--- config.mk ---
export PLATFORM = sky130hd
export DESIGN_NAME = clock_digit
export DESIGN_NICKNAME = d
export VERILOG_FILES = /design/src/rtl/clock_digit.sv
export SDC_FILE = /design/constraint.sdc
export NUM_CORES = 1
export LEC_CHECK = 0
export ABC_AREA = 1
export CAP_MARGIN = 15
export CORE_AREA = 3 3 40 42
export DETAILED_ROUTE_END_ITERATION = 10
export DIE_AREA = 0 0 43 45
export SLEW_MARGIN = 20
export SYNTH_ARGS = -nofsm -noshare
export SYNTH_HDL_FRONTEND = slang
export SYNTH_SLANG_ARGS = --single-unit
export TNS_END_PERCENT = 30
--- constraint.sdc ---
create_clock -name clk_i -period 3.15 [get_ports clk_i]
set_input_delay 0.4725 -clock clk_i [delete_from_list [all_inputs] [get_ports clk_i]]
set_output_delay 0.4725 -clock clk_i [all_outputs]
set_load 0.03 [all_outputs]
--- src/rtl/clock_digit.sv ---
// -----------------------------------------------------------------------------
// clock_digit
//
// One decimal digit of a cascadable time-of-day counter (HH:MM:SS). The digit
// counts from 0 up to a limit and then wraps to 0. On the wrap it raises a
// combinational overflow that drives the next-more-significant digit's
// increment. A full chain of digits therefore ripples its carry within the
// same cycle and updates atomically on a single clock edge.
//
// The limit is MAX. When a neighbour digit asserts at_max_i, the limit is
// MAX2 instead. An example is the hours LSD, which is limited to 3 while the
// hours MSD is 2.
//
// Parameters
//   MAX    normal maximum digit value (wrap point)
//   MAX2   alternate maximum used while at_max_i=1 (must be <= MAX)
//   WIDTH  derived width of digit_o / load_value_i
//
// Ports
//   clk_i         clock; all state updates on the rising edge
//   rst_i         asynchronous, active-low reset (digit_o -> 0)
//   inc_i         one-cycle increment request
//   ovf_o         combinational wrap indicator: inc_i & ~load_i & at_limit
//   at_max_i      selects MAX2 as the limit when 1 (tie 0 when unused)
//   at_max_o      combinational: 1 while digit_o >= MAX
//   load_i        synchronous parallel-load strobe (overrides inc_i)
//   load_value_i  value captured unmodified when load_i=1
//   digit_o       current registered digit value
// -----------------------------------------------------------------------------
module clock_digit #(
    parameter int  MAX   = 9,
    parameter int  MAX2  = MAX,
    localparam int WIDTH = (MAX < 2) ? 1 : $clog2(MAX + 1)
) (
    input  logic             clk_i,
    input  logic             rst_i,
    input  logic             inc_i,
    output logic             ovf_o,
    input  logic             at_max_i,
    output logic             at_max_o,
    input  logic             load_i,
    input  logic [WIDTH-1:0] load_value_i,
    output logic [WIDTH-1:0] digit_o
);

    localparam logic [WIDTH-1:0] MAX_W  = WIDTH'(MAX);
    localparam logic [WIDTH-1:0] MAX2_W = WIDTH'(MAX2);

    logic [WIDTH-1:0] digit_q;
    logic [WIDTH-1:0] digit_d;
    logic [WIDTH-1:0] limit;
    logic             at_limit;

    // at_max_i is sampled together with inc_i, so a neighbour that changes
    // in the same cycle decides the limit for this edge.
    assign limit = at_max_i ? MAX2_W : MAX_W;

    // Use ">=" rather than "==". A loaded value above the current limit
    // (e.g. 5 while the hours LSD is limited to 3) then wraps on the next
    // increment instead of counting further out of range.
    assign at_limit = (digit_q >= limit);

    // Both status outputs are purely combinational. at_max_o depends only on
    // state, so chaining it into a neighbour's at_max_i cannot form a loop.
    assign ovf_o    = inc_i & ~load_i & at_limit;
    assign at_max_o = (digit_q >= MAX_W);

    // NOTE: digit_d gets its default first. Every path through the block then
    // assigns it, so no latch is inferred.
    always_comb begin
        digit_d = digit_q;
        if (load_i) begin
            digit_d = load_value_i;
        end else if (inc_i) begin
            digit_d = at_limit ? '0 : digit_q + WIDTH'(1);
        end
    end

    // NOTE: state is written with non-blocking assignments only. The
    // asynchronous reset clears the digit immediately, without a clock edge.
    always_ff @(posedge clk_i or negedge rst_i) begin
        if (!rst_i) begin
            digit_q <= '0;
        end else begin
            digit_q <= digit_d;
        end
    end

    assign digit_o = digit_q;

endmodule

Word level (Yosys, flattened, before mapping):

Index checks and enable logic that the tools add are counted.

* add/subtract/negate cells: 1
* $lt $le $gt $ge: 1
* muxes and demuxes: 3
* bitwise gates (word level): 3
* reduce and logical (&&, ||, !) cells: 1

Operators with widths (number)
* $mux 4: 3
* $add 4x1->4 const B: 1
* $ge 4x4->1 const B: 1
* $and 1x1->1: 2
* $reduce_bool 2->1: 1
* $not 1->1: 1

* flip-flop bits (word level): 4
* input bits: 9
* output and inout bits: 6
* logic and storage cells: 10

Depth between registers and ports, before layout:

* word-level depth: 4
* mapped depth: 7
* gate-level depth less buffers: 7

Worst setup path after synthesis:

No wires, ideal clock.

* path type: register to output
* start point: register digit_q[0] (netlist: digit_o[0])
* end point: output port ovf_o
* data arrival time: 1.714 ns
* required time: 2.677 ns
* path slack: 0.963 ns
* stages on the path, launching flop included: 6
* buffers on the path: 0
* cells stage by stage: dfrtp_1 -> inv_1 -> ha_1 -> nand3_1 -> nand2_2 -> nor3_1

* word-level cells in the longest chain between the ends: 2

RTL lines
* start, declared: RTL line 49 `logic [WIDTH-1:0] digit_q;`
* start signal, assigned: RTL line 85 `digit_q <= digit_d;`
* $ge 4x4->1: RTL line 61 `assign at_limit = (digit_q >= limit);`
* $and 1x1->1: RTL line 65 `assign ovf_o = inc_i & ~load_i & at_limit;`
* end, declared: RTL line 38 `output logic ovf_o,`

Every way passes these cells.

Worst setup path after layout:

Same ends and word-level chain as after synthesis.

==> results.cfg <==
[status]
status = finished, final reports clean

[global_route]
track_usage_pct = 8.28
grt_antenna_before_repair = 0
grt.overflow.total = 0
grt_max_degree = 8
grt_pass1_wl_um = 1160
grt_pass1_vias = 275

[sta]
rsz0062_at_grt = false
fin_crit_sh_pct = 78.1
min_period_ns = 2.46
fin_worst_skew_ns = 0.00354
slew_violations = 0
max_freq_ghz = 0.406
slew_headroom_pct = 79.5
fin_setup_tns_ns = 0
tightest_slew_ns = 0.307
hold_violations = 0
setup_violations = 0

[drt]
route.final.wire_length_um = 622
via_per_inst = 4.28
drcViolationCount = 0
antenna_left = 0
drtPass1Iterations = 2
via_count = 304
drt_iter0_markers = 4
wire_per_inst_um = 8.76

[logic_synthesis]
synth_seq_cells = 4
synthCells = 40
ys.warnings.count = 0
netlist_top_cells_count = nand2_1 (11), inv_1 (7), nand3_1 (7), dfrtp_1 (4), ha_1 (3)
synth_seq_area_share_pct = 34.6
synthFlopType = dfrtp_1
ys_types = 12
synth_area_um2 = 289
synthTopCellsByArea = dfrtp_1 (35%), nand2_1 (14%), ha_1 (13%)
synthArstFlopShare_pct = 100
yosysTopAreaCellShare_pct = 34.6
yosysTopAreaCell = dfrtp_1
synth_edf_count = 0
syn_nets = 52
syn_area_per_cell_um2 = 7.23
yosysMostFrequentCell = nand2_1

[finish]
nets = 70
area_delta_synth_final_pct = 59.3
postLayoutCellArea_um2 = 460
drive_gt1_share_pct = 7.14
largest_reg_flops = 4
fin_util_pct = 35.8
diodes = 0

[power]
switchingPower_mw = 0.0694
intPower_mw = 0.134
p_total_mw = 0.203
leakage_nw = 0.228
powerDensity_nw_per_um2 = 442
clock_power_share_pct = 30.0
pwr-share-seq_pct = 33.6
max-vdd-ir-drop_v = 0.000259
switching_share_pct = 34.1
pwr-share-comb_pct = 36.3

[floorplanning]
ioPinCount = 15
initial_core_util_pct = 22.5
die_x_um = 43
dieArea_um2 = 1940
placement_rows = 13
core_area_um2 = 1280
die_y_um = 45

[placed_design]
postPlaceCellArea_um2 = 438
dp_hpwl_um = 503
portBuffers = 13
place_congestion = 0.732

[worst_setup_path]
crit_arrival_ns = 1.99
cp_max_fo = 7
end_kind = primary output
worstPathRequired_ns = 2.68
worst-setup-path-type = reg -> out
critPathLaunchType = flop

[clock_network]
clockBufferDepth = 2
cts_tree = yes
clkTransAtPathRegs_ns = 0.04
clk_latency_ns = 0.23
cts-buffers-inserted = 3
post_cts_buffers = 0
cts_htree_levels = 1
cts_hold_buf = 0
cts.sinks = 4
root_buffer = clkbuf_4
ctsResizeCount = 0

[job]
max_cap_violations = 0

[worst_hold_path]
hold_class = in -> async
## power groups by stage
stage / registers (mW) / clock network [mW] / logic (mW)
finish: 0.0684 / 0.0611 / 0.0739
global route: 0.0705 / 0.0726 / 0.0814
CTS: 0.0685 / 0.0652 / 0.0747
detailed placement: 0.0691 / 0 / 0.0744
global placement: 0.0694 / 0 / 0.0734
floorplan: 0.0792 / 0 / 0.0296
## cell type report
| type | instances | area (um^2) |
|---|---|---|
| tap | 15 | 18.8 |
| timing repair buffer | 13 | 130 |
| clock buffer | 3 | 22.5 |
| inverter | 7 | 26.3 |
| fill | 138 | 825 |
| sequential | 4 | 100 |
| multi-input combinational | 29 | 163 |
## critical path: stages, from the launching register on
cell and delay (ns):
dfrtp_1 0.44, inv_1 0.09, ha_1 0.20, nand3_1 0.09
nand2_2 0.10, nor3_1 0.14, clkdlybuf4s50_1 0.69
## per-stage QoR
step	instances	hold slack (ns)	setup WS [ns]
after floorplan	40	0.177	0.963
after CTS	71	0.439	0.660
final	71	0.441	0.689
after global routing	71	0.450	0.521
after global placement	68	0.627	0.788
after detailed placement	68	0.627	0.770
## layer usage
layer	track usage [%]	wire [um]	vias up
met1	11.0	322	130
met2	10.8	244	12
met4	0	0	0
met3	7.17	56	0
li1	-	-	162
met5	0	0	-
## cells in the final DEF (no fill, tap or decap)
cell             instances
dfrtp_1                  4
nand4_1                  1
nand2_2                  1
ha_1                     3
nand2_1                 11
inv_1                    7
a22oi_1                  1
nor3_1                   1
nand3_1                  7
clkbuf_4                 3
o21bai_1                 1
xor2_1                   1
nor2_1                   2
clkdlybuf4s50_1         13
## worst paths after layout
kind,slack [ns],depth (start not counted),from,end
max,0.69,6,digit_o[0]$_DFFE_PN0P_,ovf_o
min,0.44,1,rst_i,digit_o[3]$_DFFE_PN0P_
max reg2reg,1.94,6,digit_o[0]$_DFFE_PN0P_,digit_o[1]$_DFFE_PN0P_
min reg2reg,0.63,2,digit_o[1]$_DFFE_PN0P_,digit_o[1]$_DFFE_PN0P_
max in group asynchronous,2.54,1,rst_i,digit_o[2]$_DFFE_PN0P_
min in group clk_i,0.63,2,digit_o[1]$_DFFE_PN0P_,digit_o[1]$_DFFE_PN0P_
## cells by family (layout without fill, tap and decap cells)
kind of cell | Yosys count | in the layout | synth area share [%]
DFF | 4 | 4 | 34.6
adders and majority gates | 3 | 3 | 13.0
and+or+nand+nor | 23 | 23 | 35.1
AOI/OAI and AO/OA | 2 | 2 | 5.20
buffers and inverters | 7 | 23 | 9.09
xor gates and xnor gates | 1 | 1 | 3.03
No activity file was read; power rests on OpenSTA's default activity.
